`src/rtl/mask_loader.sv`:
```
// -----------------------------------------------------------------------------
// mask_loader
//
// Upstream stage of the mask register. Accepts a valid/ready byte stream that
// carries a MAX_N x MAX_N weight mask, and writes each byte to the mask
// register write port one cycle after it is accepted. While loading, it counts
// the set mask bits for the order-statistic rank logic. When the last write
// has landed, it flags that the mask is complete and stable.
//
// Ports
//   clk         clock, all state on the rising edge
//   rst_n       asynchronous active-low reset
//   start       begin a new mask load (1-cycle pulse, ignored while busy)
//   abort       abandon the current load (wins over start)
//   in_data     mask byte from upstream
//   in_valid    in_data valid
//   in_ready    loader accepts a byte this cycle (LOAD state only)
//   wr_addr     mask register byte address
//   wr_en       mask register write enable
//   wr_data     mask register write data
//   busy        load in progress (LOAD and FLUSH)
//   load_done   1-cycle pulse: mask fully written and visible
//   mask_valid  level: last load completed, mask stable
//   ones_count  number of set mask bits (meaningful while mask_valid)
// -----------------------------------------------------------------------------
module mask_loader #(
  parameter  int MAX_N      = 9,
  parameter  int INPUT_SIZE = 8,
  localparam int MASK_BITS  = MAX_N * MAX_N,
  localparam int MEM_SIZE   = (MASK_BITS + INPUT_SIZE - 1) / INPUT_SIZE,
  localparam int ADDR_BITS  = (MEM_SIZE > 1) ? $clog2(MEM_SIZE) : 1,
  localparam int CNT_BITS   = $clog2(MASK_BITS + 1)
) (
  input  logic                  clk,
  input  logic                  rst_n,
  input  logic                  start,
  input  logic                  abort,
  input  logic [INPUT_SIZE-1:0] in_data,
  input  logic                  in_valid,
  output logic                  in_ready,
  output logic [ADDR_BITS-1:0]  wr_addr,
  output logic                  wr_en,
  output logic [INPUT_SIZE-1:0] wr_data,
  output logic                  busy,
  output logic                  load_done,
  output logic                  mask_valid,
  output logic [CNT_BITS-1:0]   ones_count
);

  // Number of real mask bits carried by the final byte; the rest is padding.
  localparam int LAST_BITS = MASK_BITS - INPUT_SIZE * (MEM_SIZE - 1);

  localparam logic [ADDR_BITS-1:0]  LAST_ADDR = ADDR_BITS'(MEM_SIZE - 1);
  localparam logic [INPUT_SIZE-1:0] LAST_MASK =
    {INPUT_SIZE{1'b1}} >> (INPUT_SIZE - LAST_BITS);

  typedef enum logic [1:0] {
    IDLE,
    LOAD,
    FLUSH
  } state_t;

  state_t                 state;
  state_t                 state_next;
  logic [ADDR_BITS-1:0]   byte_cnt;
  logic                   accept;
  logic                   last_byte;
  logic                   start_ok;
  logic                   finish;
  logic [INPUT_SIZE-1:0]  counted_bits;
  logic [CNT_BITS-1:0]    byte_ones;

  function automatic logic [CNT_BITS-1:0] popcount(input logic [INPUT_SIZE-1:0] v);
    logic [CNT_BITS-1:0] sum;
    sum = '0;
    for (int i = 0; i < INPUT_SIZE; i++) begin
      sum = sum + CNT_BITS'(v[i]);
    end
    return sum;
  endfunction

  // A start only counts in IDLE, and abort in the same cycle cancels it.
  assign start_ok  = start & ~abort & (state == IDLE);
  assign accept    = in_valid & in_ready;
  assign last_byte = (byte_cnt == LAST_ADDR);
  // FLUSH is the cycle in which the final write is on the port; leaving it
  // cleanly means the mask becomes visible at the next edge.
  assign finish    = (state == FLUSH) & ~abort;

  // Padding bits of the final byte are written out unchanged, but they are
  // not part of the mask, so they must not be counted.
  always_comb begin
    counted_bits = in_data;
    if (last_byte) begin
      counted_bits = in_data & LAST_MASK;
    end
    byte_ones = popcount(counted_bits);
  end

  // State register.
  always_ff @(posedge clk or negedge rst_n) begin
    if (!rst_n) begin
      state <= IDLE;
    end else begin
      state <= state_next;
    end
  end

  // Next-state logic and state-decoded handshake/status outputs.
  always_comb begin
    state_next = state;
    in_ready   = 1'b0;
    busy       = 1'b0;
    case (state)
      IDLE: begin
        if (start_ok) begin
          state_next = LOAD;
        end
      end
      LOAD: begin
        in_ready = 1'b1;
        busy     = 1'b1;
        if (abort) begin
          state_next = IDLE;
        end else if (accept && last_byte) begin
          state_next = FLUSH;
        end
      end
      FLUSH: begin
        busy       = 1'b1;
        state_next = IDLE;
      end
      default: begin
        state_next = IDLE;
      end
    endcase
  end

  // Byte counter. It saturates at the last address so a stray accept can
  // never produce an address outside the mask register.
  always_ff @(posedge clk or negedge rst_n) begin
    if (!rst_n) begin
      byte_cnt <= '0;
    end else if (start_ok || abort) begin
      byte_cnt <= '0;
    end else if (accept && !last_byte) begin
      byte_cnt <= byte_cnt + 1'b1;
    end
  end

  // Write port: each accepted byte is presented for exactly one cycle.
  // A write registered just before an abort still goes out.
  always_ff @(posedge clk or negedge rst_n) begin
    if (!rst_n) begin
      wr_en   <= 1'b0;
      wr_addr <= '0;
      wr_data <= '0;
    end else begin
      wr_en <= accept;
      if (accept) begin
        wr_addr <= byte_cnt;
        wr_data <= in_data;
      end
    end
  end

  // Running count of set mask bits; the final sum lands with the last write.
  always_ff @(posedge clk or negedge rst_n) begin
    if (!rst_n) begin
      ones_count <= '0;
    end else if (start_ok) begin
      ones_count <= '0;
    end else if (accept) begin
      ones_count <= ones_count + byte_ones;
    end
  end

  // Completion flags: load_done pulses once, mask_valid holds until the next
  // start or any abort.
  always_ff @(posedge clk or negedge rst_n) begin
    if (!rst_n) begin
      load_done  <= 1'b0;
      mask_valid <= 1'b0;
    end else begin
      load_done <= finish;
      if (abort || start_ok) begin
        mask_valid <= 1'b0;
      end else if (finish) begin
        mask_valid <= 1'b1;
      end
    end
  end

endmodule

```
`config.mk`:
```
export PLATFORM = sky130hd
export DESIGN_NAME = mask_loader
export DESIGN_NICKNAME = d
export VERILOG_FILES = /design/src/rtl/mask_loader.sv
export SDC_FILE = /design/constraint.sdc
export NUM_CORES = 1
export LEC_CHECK = 0
export BUFFER_PORTS_ARGS = -buffer_cell sky130_fd_sc_hd__buf_2
export CAP_MARGIN = 10
export CORE_ASPECT_RATIO = 0.9
export CORE_UTILIZATION = 40
export DETAILED_ROUTE_END_ITERATION = 8
export PLACE_DENSITY_LB_ADDON = 0.12
export SYNTH_ARGS = -nofsm -noshare
export SYNTH_HDL_FRONTEND = slang
export SYNTH_SLANG_ARGS = --single-unit
```
`constraint.sdc`:
```
create_clock -name clk -period 5.2 [get_ports clk]
set_clock_uncertainty 0.15 [all_clocks]
set_input_delay 1.3 -clock clk [delete_from_list [all_inputs] [get_ports clk]]
set_output_delay 1.3 -clock clk [all_outputs]
set_load 0.01 [all_outputs]
```
# Word level (Yosys, flattened, before mapping)
# Cells that the tools add are included.
[totals]
output_inout_bits = 24
register_bits = 28
[op_classes]
n_reduce_logical = 10
n_addsub = 9
bitwise = 5
n_eq_ne = 5
mux = 13
[op_table]
columns = ["op", "n"]
rows = [
  ["$mux 7", 2],
  ["$mux 4", 2],
  ["$mux 8", 1],
  ["$add 6x1->7", 1],
  ["$add 7x1->7", 1],
  ["$add 7x7->7", 1],
  ["$add 5x1->6", 1],
  ["$mux 2", 3],
  ["$reduce_bool 2->1", 3],
  ["$add 4x1->5", 1],
  ["$add 3x1->4", 1],
  ["$add 4x1->4 const B", 1],
  ["$and 1x1->1", 4],
  ["$eq 4x4->1 const B", 1],
  ["$mux 1", 4],
  ["$pmux 2 s2", 1],
  ["$add 2x1->3", 1],
  ["$ne 3x3->1 const B", 1],
  ["$add 1x1->2", 1],
  ["$eq 2x1->1 const B", 1],
  ["$eq 2x2->1 const B", 1],
  ["$logic_and 1x1->1", 2],
  ["$logic_not 2->1", 1],
  ["$ne 2x2->1 const B", 1],
  ["5 further kinds", 5],
]

# Logic depth before layout (Yosys ltp)
[depth]
ltp_word = 12
ltp_mapped = 14
mapped_depth_nobuf = 14

# Least setup slack after synthesis
# OpenSTA, ideal clock, no wires.
[synth_timing]
path_type = "input to register"
startpoint = "input in_data[2]"
endpoint = "register ones_count[2]"
required_time_ns = 4.956
arrival_time_ns = 4.207
path_stages = 10
setup_slack_ns = 0.749
path_cell_list = "and2_1 > fa_1 > inv_1 > fa_1 > inv_1 > fa_1 > fa_1 > fa_1 > xnor2_1 > a211oi_1"
[synth_via]
elab_chain_cells = 10
[synth_lines]
columns = ["element", "line_no", "source"]
rows = [
  ["from (decl)", "38", "input logic [INPUT_SIZE-1:0] in_data,"],
  ["$mux 8", "94", "if (last_byte) begin"],
  ["$add 2x1->3", "77", "sum = sum + CNT_BITS'(v[i]);"],
  ["$add 3x1->4", "77", ""],
  ["$add 4x1->5", "77", ""],
  ["$add 5x1->6", "77", ""],
  ["$add 6x1->7", "77", ""],
  ["$add 7x1->7", "77", ""],
  ["$add 7x7->7", "174", "ones_count <= ones_count + byte_ones;"],
  ["$mux 7", "173", "end else if (accept) begin"],
  ["$mux 7", "171", "end else if (start_ok) begin"],
  ["to (signal assigned)", "174", ""],
  ["to (decl)", "47", "output logic [CNT_BITS-1:0] ones_count"],
]
# Every way passes these cells. The select of a mux whose other input is x is not followed.
# A chain may end at the register's enable or synchronous reset.

# Final worst setup path
[layout_timing]
startpoint = "input in_data[2]"
endpoint = "register ones_count[5]"
# Same word-level chain as after synthesis.

==> run metrics <==
status=completed; element type at the critical path end=flop; post-CTS resize count=0; GRT Resource Usage Total=18.4%; most frequent cells in the layout=nand2_1 (46), buf_2 (36), dfrtp_1 (28), a21oi_1 (11), ha_1 (11); Max H-tree Level=1; setup violators final=0; worst min path class=flop to flop; Final TNS setup=0 ns; pwr/cell area=470 nW/um^2; Setup WS pre-CTS=0.485 ns; Antenna diodes=0; Hold Fails Final Rpt=0; DR vias/cell=5.04; area leader, netlist=dfrtp_1; critical path class=primary input to flop; Die H=60.7 um; part of the Yosys area used for sequential elements=45.7%; largest net degree at the start of global routing=29; #FFs+latches synth=28; Core Area=3530 sq um; initial antenna violation count=0; Final ANT Viol Nets=0; arrival time at the worst endpoint=4.51 ns; CP Data Required Time=5.23 ns; Final GP Congestion=0.857; unrepaired setup endpoints after global routing=false; DIE AREA=4080 sq um; Non-Filler Instances=243; TritonCTS clock tree=yes; port bufs=36; Layout Area Growth over Synthesis=19.1%; fin crit share=86.2%; DRC violations left=0; # nets final=229; first-pass iteration count of the detailed router=4; Hold-fix buffers, CTS=0; clock power share=20.2%; Worst-Margin Slew=0.729 ns; hpwl dp=2380 um; Clock Latency Late Sink=0.28 ns; final WL=3280 um; commonest non-fill, non-tap cell in the layout=nand2_1; initial core utilization=43.4%; Async SR Flop Fraction=100%; highest clock rate=0.223 GHz; num ports=37; switching portion of total power=38.2%; Max-Slew Margin vs Limit=51.3%; syn_nets=191; synthesized instance count=162; Period minus WS final=4.48 ns; clk root buf=clkbuf_8; Max Cap Viol=0; Logic pwr share=44.5%; DRT iter0 DRCs=88; wire per inst=13.5 um; layout cell share with drive strength beyond 1=20.1%; DP Cell Count=239; post-synthesis cell area=1530 sq um; clock sink count=28; via count=1,225; Clock transition at path regs=0.10 ns; clock buffer depth=2; worst vdd ir=0.000277 V; Netlist cell types=31; CP max FO=4; FP Rows=20; post-CTS setup buffer count=0; cell-internal power=531 uW; gr ovfl total=0; top-area cell type share of the netlist area=45.7%; Ys Warns=0; Final Slew Violations=0; Post-synth EDFFs=0; Synth Flop Type=dfrtp_1; Leakage=0.957 nW; dominant cells by area after synthesis=dfrtp_1 (46%), nand2_1 (11%), ha_1 (9.0%), fa_1 (6.5%), a21oi_1 (3.6%); DP Area=1750 sq um; Avg Inst Size Synth=9.46 sq um; vias in the first global route=1,160; global-route wire length before repair=5480 um; sequential share of power=35.2%; setup ws final=0.718 ns; NetSw=328 uW; Startpoint Class=primary input; post-layout instance area=1830 sq um; die width=67.3 um; total CTS buffers=3
-- sequential cells by signal, indices dropped and copies added, names as in the netlist --
| name | count |
|---|---|
| wr_en | 1 |
| wr_addr | 4 |
| ones_count | 7 |
| wr_data | 8 |
| mask_valid | 1 |
| byte_cnt | 4 |
| state | 2 |
| load_done | 1 |
-- final timing paths --
path | cells after the start | to | start | slack [ns]
max | 11 | ones_count[5] | in_data[2] | 0.72
min | 2 | wr_data[2] | wr_data[2] | 0.33
max reg2reg | 13 | ones_count[5] | byte_cnt[0] | 0.79
min reg2reg | 2 | wr_data[2] | wr_data[2] | 0.33
max in group asynchronous | 1 | wr_data[6] | rst_n | 3.60
min in group asynchronous | 1 | state[0] | rst_n | 0.88
-- layout make-up --
cell class / count / area [sq um]
Clock buffer: 3 / 41.3
Clock inverter: 1 / 30.0
Fill cell: 340 / 1700
Inverter: 7 / 26.3
Multi-Input combinational cell: 124 / 792
Sequential cell: 28 / 701
Tap cell: 44 / 55.1
Timing Repair Buffer: 36 / 180
-- power groups by stage --
stage | clock network [mW] | registers [mW] | logic, mW
after floorplan | 0 | 0.329 | 0.238
after global placement | 0 | 0.304 | 0.371
after detailed placement | 0 | 0.308 | 0.380
after CTS | 0.178 | 0.303 | 0.382
after global routing | 0.187 | 0.310 | 0.439
final | 0.174 | 0.303 | 0.382
-- cells by family (layout without fill, tap and decap cells) --
logic type | Yosys count | after routing | synth area share, %
AND/OR/NAND/NOR | 78 | 78 | 23.3
flip-flops | 28 | 28 | 45.7
AO/OA/AOI/OAI | 26 | 26 | 10.3
adder cells (fa/ha/maj) | 16 | 16 | 15.5
buffers and inverters | 10 | 47 | 2.61
multiplexers | 3 | 3 | 1.96
XOR/XNOR | 1 | 1 | 0.572
-- cells in the mapped netlist (2+ instances only) --
master    number
nor2_1         6
fa_1           5
o21ai_0        6
buf_2          2
dfrtp_1       28
ha_1          11
and2_1         5
nand3b_1       2
nand2_1       46
nand3_1        5
a21o_1         2
a21oi_1       11
inv_1          6
nor2b_1        2
mux2i_1        3
a211oi_1       2
or3_1          3
nand2b_1       4
-- metal layers --
layer	share of wire, %	up-vias	routed length (um)	global-route usage, %
met4	0.88	0	29	5.47
met1	47	574	1540	24.1
li1	-	617	-	-
met5	0	-	0	0
met3	3.7	5	123	4.51
met2	48	29	1590	30.1
-- per-stage QoR --
stage / hold slack (ns) / util [%] / power [mW]
finish: 0.326 / 51.7 / 0.859
global route: 0.351 / 51.7 / 0.936
global placement: 0.303 / 49.7 / 0.676
detailed placement: 0.307 / 49.7 / 0.688
CTS: 0.332 / 51.7 / 0.863
floorplan: 0.352 / - / 0.567
-- critical path: stages --
cell and delay [ns]:
buf_2 0.10, and2_1 0.14, fa_1 0.48, inv_1 0.05, fa_1 0.54, inv_1 0.06, fa_1 0.50, fa_1 0.48
a211oi_1 0.48, nor3_1 0.13, nor4_1 0.26
(Power assumes the default switching activity.)
